**src/rtl/minesweeper_pkg.sv**
```systemverilog
// Shared Minesweeper types: cursor FSM states, command opcodes and the command record.
// No logic here. These definitions carry no latency and no flow-control behaviour.
package minesweeper_pkg;

   typedef enum logic [1:0] {
      ST_IDLE  = 2'd0,
      ST_ARMED = 2'd1,
      ST_ISSUE = 2'd2
   } state_t;

   typedef enum logic [1:0] {
      OP_NONE   = 2'b00,
      OP_REVEAL = 2'b01,
      OP_FLAG   = 2'b10
   } op_t;

   typedef struct packed {
      op_t        op;
      logic [3:0] row;
      logic [3:0] col;
   } cmd_t;

endpackage

```
**src/rtl/wrap_counter.sv**
```systemverilog
// Modulo-MOD up/down counter that wraps at both ends. The new value appears 1 cycle after inc/dec.
// There is no backpressure. If inc and dec are both high, inc takes precedence.
module wrap_counter #(
   parameter int MOD = 8
) (
   input  logic       clock,
   input  logic       reset,
   input  logic       inc,
   input  logic       dec,
   output logic [3:0] value
);

   localparam logic [3:0] LAST = 4'(MOD - 1);

   always_ff @(posedge clock) begin
      if (reset)
         value <= 4'd0;
      else if (inc)
         value <= (value == LAST) ? 4'd0 : value + 4'd1;
      else if (dec)
         value <= (value == 4'd0) ? LAST : value - 4'd1;
   end

endmodule

```
**src/rtl/cursor_controller.sv**
```systemverilog
// Cursor and command FSM. Key effects show 1 cycle later. A command rises 1 cycle after the deciding event.
// The command is held under valid/ready until it transfers. Movement keys are dropped while a command is armed or pending.
module cursor_controller
   import minesweeper_pkg::*;
#(
   parameter int ROWS       = 8,
   parameter int COLS       = 8,
   parameter int DOUBLE_WIN = 12500000
) (
   input  logic       clock,
   input  logic       reset,
   input  logic [3:0] keyPulse,
   input  logic       cmdReady,
   output logic       cmdValid,
   output logic [1:0] cmdOp,
   output logic [3:0] cmdRow,
   output logic [3:0] cmdCol,
   output logic [3:0] cursorRow,
   output logic [3:0] cursorCol,
   output logic       axisSel
);

   localparam int            CW       = (DOUBLE_WIN > 1) ? $clog2(DOUBLE_WIN) : 1;
   localparam logic [CW-1:0] WIN_LAST = CW'(DOUBLE_WIN - 1);

   state_t        state_q, state_d;
   logic [CW-1:0] cnt_q, cnt_d;
   logic          axis_q, axis_d;
   cmd_t          cmd_q;
   op_t           op_d;
   logic          load_cmd;
   logic          row_inc, row_dec, col_inc, col_dec;

   always_ff @(posedge clock) begin
      if (reset) begin
         state_q <= ST_IDLE;
         cnt_q   <= '0;
         axis_q  <= 1'b0;
         cmd_q   <= '{op: OP_NONE, row: 4'd0, col: 4'd0};
      end else begin
         state_q <= state_d;
         cnt_q   <= cnt_d;
         axis_q  <= axis_d;
         if (load_cmd)
            cmd_q <= '{op: op_d, row: cursorRow, col: cursorCol};
      end
   end

   always_comb begin
      state_d  = state_q;
      cnt_d    = cnt_q;
      axis_d   = axis_q;
      op_d     = OP_NONE;
      load_cmd = 1'b0;
      row_inc  = 1'b0;
      row_dec  = 1'b0;
      col_inc  = 1'b0;
      col_dec  = 1'b0;
      case (state_q)
         ST_IDLE: begin
            // Only the highest-priority key acts; the rest are dropped this cycle.
            if (keyPulse[0]) begin
               cnt_d   = '0;
               state_d = ST_ARMED;
            end else if (keyPulse[1]) begin
               axis_d = ~axis_q;
            end else if (keyPulse[2]) begin
               row_inc = axis_q;
               col_inc = ~axis_q;
            end else if (keyPulse[3]) begin
               row_dec = axis_q;
               col_dec = ~axis_q;
            end
         end
         ST_ARMED: begin
            if (keyPulse[0]) begin
               state_d  = ST_ISSUE;
               op_d     = OP_FLAG;
               load_cmd = 1'b1;
            end else if (cnt_q == WIN_LAST) begin
               state_d  = ST_ISSUE;
               op_d     = OP_REVEAL;
               load_cmd = 1'b1;
            end else begin
               cnt_d = cnt_q + CW'(1);
            end
         end
         ST_ISSUE: begin
            if (cmdReady)
               state_d = ST_IDLE;
         end
         default: state_d = ST_IDLE;
      endcase
   end

   wrap_counter #(.MOD(ROWS)) row_ctr (
      .clock (clock),
      .reset (reset),
      .inc   (row_inc),
      .dec   (row_dec),
      .value (cursorRow)
   );

   wrap_counter #(.MOD(COLS)) col_ctr (
      .clock (clock),
      .reset (reset),
      .inc   (col_inc),
      .dec   (col_dec),
      .value (cursorCol)
   );

   assign cmdValid = (state_q == ST_ISSUE);
   assign cmdOp    = cmdValid ? cmd_q.op : OP_NONE;
   assign cmdRow   = cmd_q.row;
   assign cmdCol   = cmd_q.col;
   assign axisSel  = axis_q;

endmodule

```
**config.mk**
```make
export PLATFORM = sky130hd
export DESIGN_NAME = cursor_controller
export DESIGN_NICKNAME = d
export VERILOG_FILES = /design/src/rtl/minesweeper_pkg.sv /design/src/rtl/wrap_counter.sv /design/src/rtl/cursor_controller.sv
export SDC_FILE = /design/constraint.sdc
export NUM_CORES = 1
export LEC_CHECK = 0
export ABC_AREA = 0
export CORE_ASPECT_RATIO = 1.5
export CORE_MARGIN = 1
export CORE_UTILIZATION = 51
export CTS_CLUSTER_DIAMETER = 100
export CTS_CLUSTER_SIZE = 12
export DETAILED_ROUTE_END_ITERATION = 8
export PLACE_DENSITY_LB_ADDON = 0.1
export SLEW_MARGIN = 20
export SYNTH_ARGS = -nofsm -noshare
export SYNTH_HDL_FRONTEND = slang
export SYNTH_SLANG_ARGS = --single-unit
```
**constraint.sdc**
```tcl
create_clock -name clock -period 1.7 [get_ports clock]
set_input_delay 0.34 -clock clock [delete_from_list [all_inputs] [get_ports clock]]
set_output_delay 0.34 -clock clock [all_outputs]
set_load 0.02 [all_outputs]
```
==> After elaboration in Yosys (flattened, before gate mapping) <==
Cells that the tools add are included.
{ "totals": {"in_bits": 7, "register_bits": 45, "n_memories": 0, "mem_bits_rw": 0, "wordCells": 76, "latch_bits": 0, "out_inout_bits": 20, "mem_bits_ro": 0} }
{ "classes": {"shift": 0, "reduce_logical": 9, "magnitude_cmp": 0, "n_eq_ne": 10, "add_sub_neg": 5, "n_div": 0, "mul": 0, "mux": 42, "bitwise": 2} }
{ "ops": {"columns": ["op", "count"], "rows": [
  ["$mux W24", 3],
  ["$pmux W24 S2", 1],
  ["$mux W4", 8],
  ["$add A24 B1 Y24 const B", 1],
  ["$eq A24 B24 Y1 const B", 1],
  ["$mux W1", 22],
  ["$mux W2", 7],
  ["$add A4 B1 Y4 const B", 2],
  ["$eq A4 B3 Y1 const B", 2],
  ["$logic_not A4 Y1", 2],
  ["$ne A2 B2 Y1 const B", 4],
  ["$sub A4 B1 Y4 const B", 2],
  ["$pmux W2 S3", 1],
  ["$reduce_and A3 Y1", 2],
  ["$reduce_bool A2 Y1", 3],
  ["$reduce_and A4 Y1", 1],
  ["$ne A3 B3 Y1 const B", 1],
  ["$eq A2 B1 Y1 const B", 1],
  ["$eq A2 B2 Y1 const B", 1],
  ["$logic_not A2 Y1", 1],
  ["$not A1 Y1", 2]
]} }

==> Longest topological paths before layout <==
Gate-level depths: netlist (run 1).
{ "depth": {"ltp_word": 8, "ltp_mapped": 9, "mapped_depth_nobuf": 7} }

==> Cells and area by module <==
A second synthesis (run 1) with hierarchy kept.
{ "unflattened": {"cells_unflattened": 307, "area_unflattened_um2": 2592.5} }
{ "by_module_without_submodules": {"columns": ["mod", "cells_per_inst", "area_per_inst_um2", "instances"], "rows": [
  ["cursor_controller", 255, 2119.5, 1],
  ["wrap_counter", 26, 236.5, 2]
]} }

==> Least setup slack after synthesis (run 1) <==
OpenSTA, ideal clock, no wires.
{ "synth_path": {"kind": "reg-to-reg", "startpoint": "register cnt_q[0]", "endpoint": "register cnt_q[5]", "n_path_buf": 2, "synth_period_minus_slack_ns": 1.761, "slack_ns": -0.061, "arrival_ns": 1.701, "required_ns": 1.640, "stages_incl_launch_ff": 9, "cell_sequence": "dfxtp_1 -> ha_1 -> and4_1 -> buf_2 -> nand3_2 -> o21bai_2 -> buf_4 -> or4_1 -> nand2_1"} }
{ "synth_between": {"elab_chain_len": 4} }
{ "synth_lines": {"columns": ["item", "line", "text"], "rows": [
  ["start, declared", "cursor_controller.sv:27", "logic [CW-1:0] cnt_q, cnt_d;"],
  ["start signal, assigned", "cursor_controller.sv:42", "cnt_q <= cnt_d;"],
  ["$add A24 B1 Y24", "cursor_controller.sv:85", "cnt_d = cnt_q + CW'(1);"],
  ["$mux W24", "cursor_controller.sv:80", "end else if (cnt_q == WIN_LAST) begin"],
  ["$mux W24", "cursor_controller.sv:76", "if (keyPulse[0]) begin"],
  ["$pmux W24 S2", "cursor_controller.sv:59", "case (state_q)"]
]} }
Several ways; a longest one is shown, not always the timed one. The select of a mux whose other input is x is not followed.
A chain may end at the register's enable or synchronous reset.

==> Final worst setup path (run 1) <==
{ "layout_path": {"startpoint": "register cnt_q[14]", "endpoint": "register cnt_q[3]"} }
{ "layout_between": {"elab_chain_len": 3} }
{ "layout_lines": {"columns": ["item", "line"], "rows": [
  ["$eq A24 B24 Y1", "cursor_controller.sv:80"],
  ["$ne A2 B2 Y1 (no line)", null],
  ["$reduce_and A4 Y1 (no line)", null]
]} }
Every way passes these cells.

==> results of run 1 <==
[state kept, by name, indices dropped and copies added (netlist names)]
name           flops
state_q            2
axisSel            1
col_ctr.value      4
cmdCol             4
cmd_q              2
row_ctr.value      4
cnt_q             24
cmdRow             4
[through the flow]
step	std cells	hold slack [ns]	power (mW)
after CTS	470	0.480	2.24
after detailed placement	457	0.465	1.48
final	482	0.473	2.25
after global placement	457	0.465	1.48
after global routing	482	0.496	2.34
after floorplan	322	0.444	1.34
[repair_timing]
item                                    4_1_cts  5_1_grt
endpoints found under the setup margin       44       32
buffers inserted                              4       12
resized for setup                            35       29
gates cloned                                  1        0
pin swaps                                     6       11
[Yosys cell counts (10+ instances only)]
| cell type | instances |
|---|---|
| dfxtp_1 | 45 |
| o21ai_0 | 23 |
| nand2b_1 | 21 |
| nor2_1 | 20 |
| nand3_1 | 18 |
| a21oi_1 | 17 |
| nand2_1 | 14 |
| clkbuf_1 | 12 |
| nor2b_1 | 11 |
| buf_4 | 10 |
| nand4_1 | 10 |
[report_power, final]
group	internal, mW	switching, mW	total, mW
sequential	1.07	0.0247	1.10
combinational	0.201	0.207	0.408
clock	0.368	0.375	0.743
total	1.64	0.607	2.25
[how the worst max path moves through the flow]
stage                                               end  slack (ns)  depth (start not counted)
after floorplan                   cnt_q[5]$_SDFFE_PP0P_       0.004                          8
after global placement    row_ctr.value[1]$_SDFFE_PP0P_       -0.32                          6
after detailed placement         cnt_q[18]$_SDFFE_PP0P_       -0.34                          5
after CTS                        cnt_q[11]$_SDFFE_PP0P_       0.003                          7
after global routing              cnt_q[2]$_SDFFE_PP0P_        -0.1                          7
final                             cnt_q[3]$_SDFFE_PP0P_       0.006                          7
[per-layer routing]
metal,track usage,vias to the layer above,share of wire
li1,-,1367,-
met1,0.307,1320,0.40
met2,0.511,59,0.55
met3,0.0415,14,0.029
met4,0.0966,0,0.019
met5,0,-,0
[cells by family after synthesis]
family | count (synthesis) | share of synthesized area
AOI/OAI and AO/OA | 77 | 0.182
xor gates and xnor gates | 6 | 0.0196
adders and majority gates | 5 | 0.0233
buffers and inverters | 34 | 0.0667
DFF | 45 | 0.336
muxes | 3 | 0.0112
and+or+nand+nor | 152 | 0.361
[cell type report]
class,count,area (um2)
fillers,386,1280
repair buffers,111,927
well taps,68,85.1
clock inverters,1,5.00
clock buffers,7,96.3
inverters,6,22.5
multi-input cells,244,1750
flip-flops and latches,45,913
[tightest hold or removal path, cell delays in order (launching register included)]
cell,delay (ns)
dfxtp_1,0.32
inv_2,0.06
a21oi_1,0.05
==> flow_summary.ini, run 1 <==
[clock_network]
clk_latency_ns = 0.31
clk_pin_slew_worst_paths_ns = 0.09
cts_sinks = 45
htreeDepth = 2
cts_buffer_depth = 2
cts-root-buf = clkbuf_8
hold_buffers = 0
cts_buffers = 5
cts_tree = yes

[global_routing]
grt_pass1_wl_um = 11900
overflow = 0
grt_use_total = 0.279
antenna_found_initial = 0
grt_max_degree = 17
grt_pass1_vias = 2668

[sta]
period_share = 0.996
fin_ws_ns = 0.00626
rsz0062_at_grt = true
finalClockSkew_ns = 0.00637
hold_viol = 0
finalCriticalPeriod_ns = 1.69
setup_violations = 0
slew_viol_final = 0
worst_pin_slew_ns = 0.340
setup_tns_ns = 0
relSlewSlack = 0.770
fmax_ghz = 0.590

[die]
die_h_um = 90.8
coreArea_um2 = 5080
start_util = 0.527
die_x_um = 61.2
die-area_um2 = 5560
num_rows = 32
io_pins = 27

[hold_path]
worstHoldEndpoint = col_ctr.value[0]$_SDFFE_PP0P_
holdCritStartpoint = col_ctr.value[0]$_SDFFE_PP0P_
hp-class = flop to flop
whs_path_depth = 2

[drt]
route.detailed.drc = 0
num_vias = 2760
postRouteAntennaNets = 0
dr.pass1.iters = 5
routed_wl_um = 7580
wl_per_cell_um = 15.7
via_per_inst = 5.73
drt_iter0_drc = 249

[placement]
dpl.hpwl_um = 5150
gp_congestion = 0.825
pre_cts_slack_ns = -0.341
dpl_cell_area_um2 = 3400
port_buffers = 26

[run_status]
status = completed

[finish]
drive_gt1_frac = 0.341
final_cell_mix = buf_4 (78), dfxtp_1 (37), nand2b_1 (21), o21ai_0 (21), nor2_1 (19)
final_common_cell = buf_4
postLayoutCoreUtil = 0.748
diodes = 0
nets = 425
synthToLayoutAreaGrowth_pct = 41.9
design_area_um2 = 3800

[worst_setup_path]
cpPeakStageDelay_ns = 0.34
timing.critical_path.buf_inv = 2
cpLargestDelayFamily = simple AND/OR/NAND/NOR gates
arrival_ns = 1.90
critPathCaptureType = flop
crit_required_ns = 1.91
cp-start-kind = flop
worstRegToRegCells = 7
r2r_end = cnt_q[3]$_SDFFE_PP0P_
cp_max_fo = 12
reg2reg_from = cnt_q[14]$_SDFFE_PP0P_
criticalPathCategory = flop to flop
worstPathCellList = nor4b_2, buf_4, nand4_1, o21ai_4, buf_12, a21oi_1, o32ai_1
slowest_stage = dfxtp_1
r2r_setup_slack_ns = 0.006
setup.worst_path.start = cnt_q[14]$_SDFFE_PP0P_

[synthesis]
yosys-top-cells-area = dfxtp_1 (34%), nand2b_1 (4.9%), o21ai_0 (4.3%)
syn_area_um2 = 2680
ys_warn_count = 0
synth_edf_count = 0
yosysTopAreaCellShare = 0.336
synth.largest_area_cell = dfxtp_1
synth_ff_type = dfxtp_1
avgSynthCellArea_um2 = 8.33
ys_seq_area_frac = 0.336
synth_cells = 322
netlist-cell-type-count = 57
ys_async_sr_fraction = 0
ys_seq_elements = 45
syn_nets = 334

[pwr]
ir_drop_mv = 0.454
p_leak_nw = 1.45
p_per_area_nw_per_um2 = 591

[job]
cap_violations = 0
Note: power is estimated with default switching activity, not from simulation.
==> inputs of run 2 (changes only) <==
SKIP_CTS_REPAIR_TIMING = 1   (was not set)
SLEW_MARGIN = 40   (was 20)
==> run 2 against run 1 <==
  * Sequential power about the same
  * Hold slack improved by 0.0013 ns
  * Clock power about the same
  * Sequential cell count unchanged
  * Die area unchanged
  * Count of clock-buffer cells in the layout unchanged
  * Critical path depth increased by 1
  * Global-route usage decreased by 0.71 points
  * Largest cell class unchanged
==> flow_summary.ini, run 2 (synthesized netlist as in run 1, its figures left out) <==
[sta]
finalClockSkew_ns = 0.00780
fmax_ghz = 0.589
relSlewSlack = 0.762
hold_viol = 0
period_share = 0.998
worst_pin_slew_ns = 0.356
setup_violations = 0
fin_ws_ns = 0.00297
whs_ns = 0.475
slew_viol_final = 0
setup_tns_ns = 0
finalCriticalPeriod_ns = 1.70
rsz0062_at_grt = true

[job]
cap_violations = 0

[worst_setup_path]
arrival_ns = 1.90
reg2reg_from = cnt_q[1]$_SDFFE_PP0P_
slowest_stage = dfxtp_2
cpPeakStageDelay_ns = 0.36
worstPathCellList = ha_4, and4_4, buf_6, nand4_1, buf_4, o21a_1, o21ai_1, o31ai_1
criticalPathCategory = flop to flop
r2r_setup_slack_ns = 0.003
cp-start-kind = flop
cp_max_fo = 4
critPathCaptureType = flop
worstRegToRegCells = 8
r2r_end = cnt_q[16]$_SDFFE_PP0P_
crit_required_ns = 1.90

[finish]
multi_input_area_um2 = 1780
largest_register_ffs = 24
final_cell_mix = buf_4 (78), dfxtp_1 (35), nand2b_1 (21)
final_common_cell = buf_4
nFillCells = 383
seqCellArea_um2 = 916
nets = 423
instances_no_fill = 480
synthToLayoutAreaGrowth_pct = 43.4
regMostFlops = cnt_q
drive_gt1_frac = 0.342
diodes = 0
design_area_um2 = 3850

[placement]
dpl.hpwl_um = 5150
dp.cells = 457
dpl_cell_area_um2 = 3400
port_buffers = 26
gp_congestion = 0.825
pre_cts_slack_ns = -0.341

[drt]
dr.pass1.iters = 4
met1_length_um = 3080
num_vias = 2801
wl_met2_um = 4140
postRouteAntennaNets = 0
top_layer = met4
routed_wl_um = 7650
route.detailed.drc = 0
wl_per_cell_um = 15.9
drt_iter0_drc = 166
wl_met3_um = 254
via_per_inst = 5.84

[global_routing]
overflow = 0
grt_pass1_wl_um = 11500
grt_pass1_vias = 2581
grt_use_total = 0.272
grt_max_degree = 17
antenna_found_initial = 0

[die]
die_h_um = 90.8
coreArea_um2 = 5080
die_x_um = 61.2
num_rows = 32
io_pins = 27
start_util = 0.527
die-area_um2 = 5560

[clock_network]
clk_pin_slew_worst_paths_ns = 0.09
cts_buffers = 5
htreeDepth = 2
cts_tree = yes
clk_latency_ns = 0.31
cts_buffer_depth = 2
cts_sinks = 45
cts-root-buf = clkbuf_8

[pwr]
p_per_area_nw_per_um2 = 583
p_leak_nw = 1.60
ir_drop_mv = 0.454

[hold_path]
holdCritStartpoint = col_ctr.value[0]$_SDFFE_PP0P_
worstHoldEndpoint = col_ctr.value[0]$_SDFFE_PP0P_
whs_path_depth = 2
hp-class = flop to flop

[run_status]
status = completed
## run 2: changes by cell type in the layout (fill, tap and decap cells not counted), moves of 2 or more
cell             change
dlymetal6s2s_1      +11
dlygate4sd2_1        -8
clkdlybuf4s15_2      -3
nor3_2               -3
buf_6                -2
dfxtp_1              -2
dfxtp_2              +2
nand3_1              -2
nand3_2              +2
nor3_4               +2
## run 2: worst max path at each step
stage                            startpoint                             to  depth (start not counted)
floorplan             cnt_q[1]$_SDFFE_PP0P_          cnt_q[5]$_SDFFE_PP0P_                          8
global placement                keyPulse[0]  row_ctr.value[1]$_SDFFE_PP0P_                          6
detailed placement              keyPulse[0]         cnt_q[18]$_SDFFE_PP0P_                          5
CTS                 state_q[1]$_SDFFE_PP0P_                       cmdOp[0]                          3
global route          cnt_q[9]$_SDFFE_PP0P_         cnt_q[19]$_SDFFE_PP0P_                          7
finish                cnt_q[1]$_SDFFE_PP0P_         cnt_q[16]$_SDFFE_PP0P_                          8
## run 2: cell type report
cell class / count / share of cell area
multi-input combinational: 244 / 0.464
sequential: 45 / 0.238
clock buffer: 7 / 0.0250
clock inverter: 1 / 0.00130
tap: 68 / 0.0221
inverter: 6 / 0.00586
timing repair buffer: 109 / 0.244
## run 2: report_power, final
group,internal [mW],leakage [nW],switching (mW)
sequential,1.07,0.368,0.0242
combinational,0.197,1.18,0.206
clock,0.368,0.0542,0.375
total,1.64,1.60,0.605
## run 2: stage by stage
| stage | utilization | power, mW |
|---|---|---|
| floorplan | - | 1.34 |
| global placement | 0.668 | 1.48 |
| detailed placement | 0.668 | 1.48 |
| CTS | 0.688 | 2.22 |
| global route | 0.756 | 2.34 |
| finish | 0.756 | 2.24 |
## run 2: critical path: cells and delay by family (launching register included)
kind	cells	cell delay, ns
AND/OR/NAND/NOR	2	0.42
AO/OA/AOI/OAI	3	0.36
flip-flops	1	0.36
buffers and inverters	2	0.32
adder cells (fa/ha/maj)	1	0.14
## run 2: routing by layer
metal  GRT usage  vias up
met1       0.305     1350
met2       0.484       71
met4       0.108        0
met3      0.0444       19
li1            -     1361
met5           0        -
==> inputs of run 3 (changes only) <==
GPL_TIMING_DRIVEN = 0   (was not set)
HOLD_SLACK_MARGIN = 0.15   (was not set)
==> run 3 against run 2 <==
  * The run now ends with setup timing left
  * Count of clock-buffer cells in the layout did not move
  * Hold slack got worse by 0.0034 ns
  * Setup slack got worse by 0.086 ns
  * Design area fell by 5.9%
  * Fmax fell by 4.8%
  * Largest power group unchanged
  * Highest routed layer unchanged
==> flow_summary.ini, run 3 (synthesized netlist as in run 1, its figures left out) <==
[run_status]
status = complete, but fails checks
violations = setup timing

[clock_network]
cts_buffers = 5
cts_sinks = 45
cts-root-buf = clkbuf_8
htreeDepth = 2
clk_latency_ns = 0.31
cts_buffer_depth = 2
clk_pin_slew_worst_paths_ns = 0.09
cts_tree = yes

[finish]
nFillCells = 415
multi_input_area_um2 = 1770
final_common_cell = dfxtp_1
regMostFlops = cnt_q
diodes = 0
seqCellArea_um2 = 941
nets = 387
instances_no_fill = 444
design_area_um2 = 3620
synthToLayoutAreaGrowth_pct = 35.0
drive_gt1_frac = 0.285
final_cell_mix = dfxtp_1 (27), buf_4 (23), nand2b_1 (20), o21ai_1 (20)
largest_register_ffs = 24

[sta]
setup_violations = 15
fmax_ghz = 0.561
fin_ws_ns = -0.0826
period_share = 1.05
hold_viol = 0
relSlewSlack = 0.660
worst_pin_slew_ns = 0.510
rsz0062_at_grt = true
finalCriticalPeriod_ns = 1.78
slew_viol_final = 0
finalClockSkew_ns = 0.00781
whs_ns = 0.471

[worst_setup_path]
worstPathCellList = ha_4, and4_4, nand4_1, o21ai_4, buf_6, a21oi_2, o21bai_1
slowest_stage = dfxtp_4
crit_required_ns = 1.93
reg2reg_from = cnt_q[0]$_SDFFE_PP0P_
cpLargestDelayFamily = compound AO/OA/AOI/OAI gates
cp-start-kind = flop
cp_max_fo = 6
setup.worst_path.start = cnt_q[0]$_SDFFE_PP0P_
arrival_ns = 2.01
timing.critical_path.buf_inv = 1
critPathCaptureType = flop
cpPeakStageDelay_ns = 0.39
criticalPathCategory = flop to flop

[drt]
via_per_inst = 5.99
dr.pass1.iters = 4
route.detailed.drc = 0
drt_iter0_drc = 159
wl_per_cell_um = 16.8
postRouteAntennaNets = 0
num_vias = 2659
routed_wl_um = 7480

[placement]
gp_congestion = 0.889
port_buffers = 25
dp.cells = 415
dpl.hpwl_um = 4970
pre_cts_slack_ns = -0.564
dpl_cell_area_um2 = 3030

[die]
start_util = 0.527
coreArea_um2 = 5080
die_h_um = 90.8
die-area_um2 = 5560
num_rows = 32
die_x_um = 61.2
io_pins = 27

[global_routing]
grt_pass1_vias = 2376
antenna_found_initial = 0
grt_pass1_wl_um = 11300
overflow = 0
grt_max_degree = 14
grt_use_total = 0.272

[pwr]
p_per_area_nw_per_um2 = 625
ir_drop_mv = 0.509
p_leak_nw = 1.56

[job]
cap_violations = 0

[hold_path]
holdCritStartpoint = cmdCol[2]$_SDFFE_PP0P_
hp-class = flop to flop
## run 3: worst paths after layout
check | end | slack [ns] | cells past startpoint
worst max-delay path | cnt_q[8]$_SDFFE_PP0P_ | -0.08 | 7
worst min register to register | cmdCol[2]$_SDFFE_PP0P_ | 0.47 | 2
worst min-delay path | cmdCol[2]$_SDFFE_PP0P_ | 0.47 | 2
worst max register to register | cnt_q[8]$_SDFFE_PP0P_ | -0.08 | 7
## run 3: final cells by class
| cell class | count | share of cell area |
|---|---|---|
| clock buffer | 7 | 0.0266 |
| tap | 68 | 0.0235 |
| sequential | 45 | 0.260 |
| timing repair buffer | 49 | 0.146 |
| buffer | 25 | 0.0491 |
| inverter | 6 | 0.00622 |
| clock inverter | 1 | 0.00138 |
| multi-input combinational | 243 | 0.488 |
## run 3: tightest hold or removal path, cell delays in order (launching register included)
cell      delay (ns)
dfxtp_1         0.32
nand2b_1        0.07
o21ai_1         0.05
## run 3: report_power, final
group / switching [mW] / total, mW / internal (mW)
Clock: 0.382 / 0.750 / 0.368
Sequential: 0.0304 / 1.09 / 1.06
Combinational: 0.221 / 0.420 / 0.199
Total: 0.633 / 2.26 / 1.63
## run 3: through the flow
step	utilization	power [mW]	setup TNS, ns
detailed placement	0.596	1.45	-15.85
global route	0.712	2.35	-2.64
finish	0.712	2.26	-0.444
global placement	0.596	1.44	-15.69
floorplan	-	1.34	0
CTS	0.616	2.18	-10.50
## run 3: layer usage
metal  vias up  global-route usage  part of all wire
met5         -                   0                 0
met4         0               0.136             0.037
met3        21              0.0372             0.032
met2        69               0.472              0.54
met1      1285               0.306              0.39
li1       1284                   -                 -
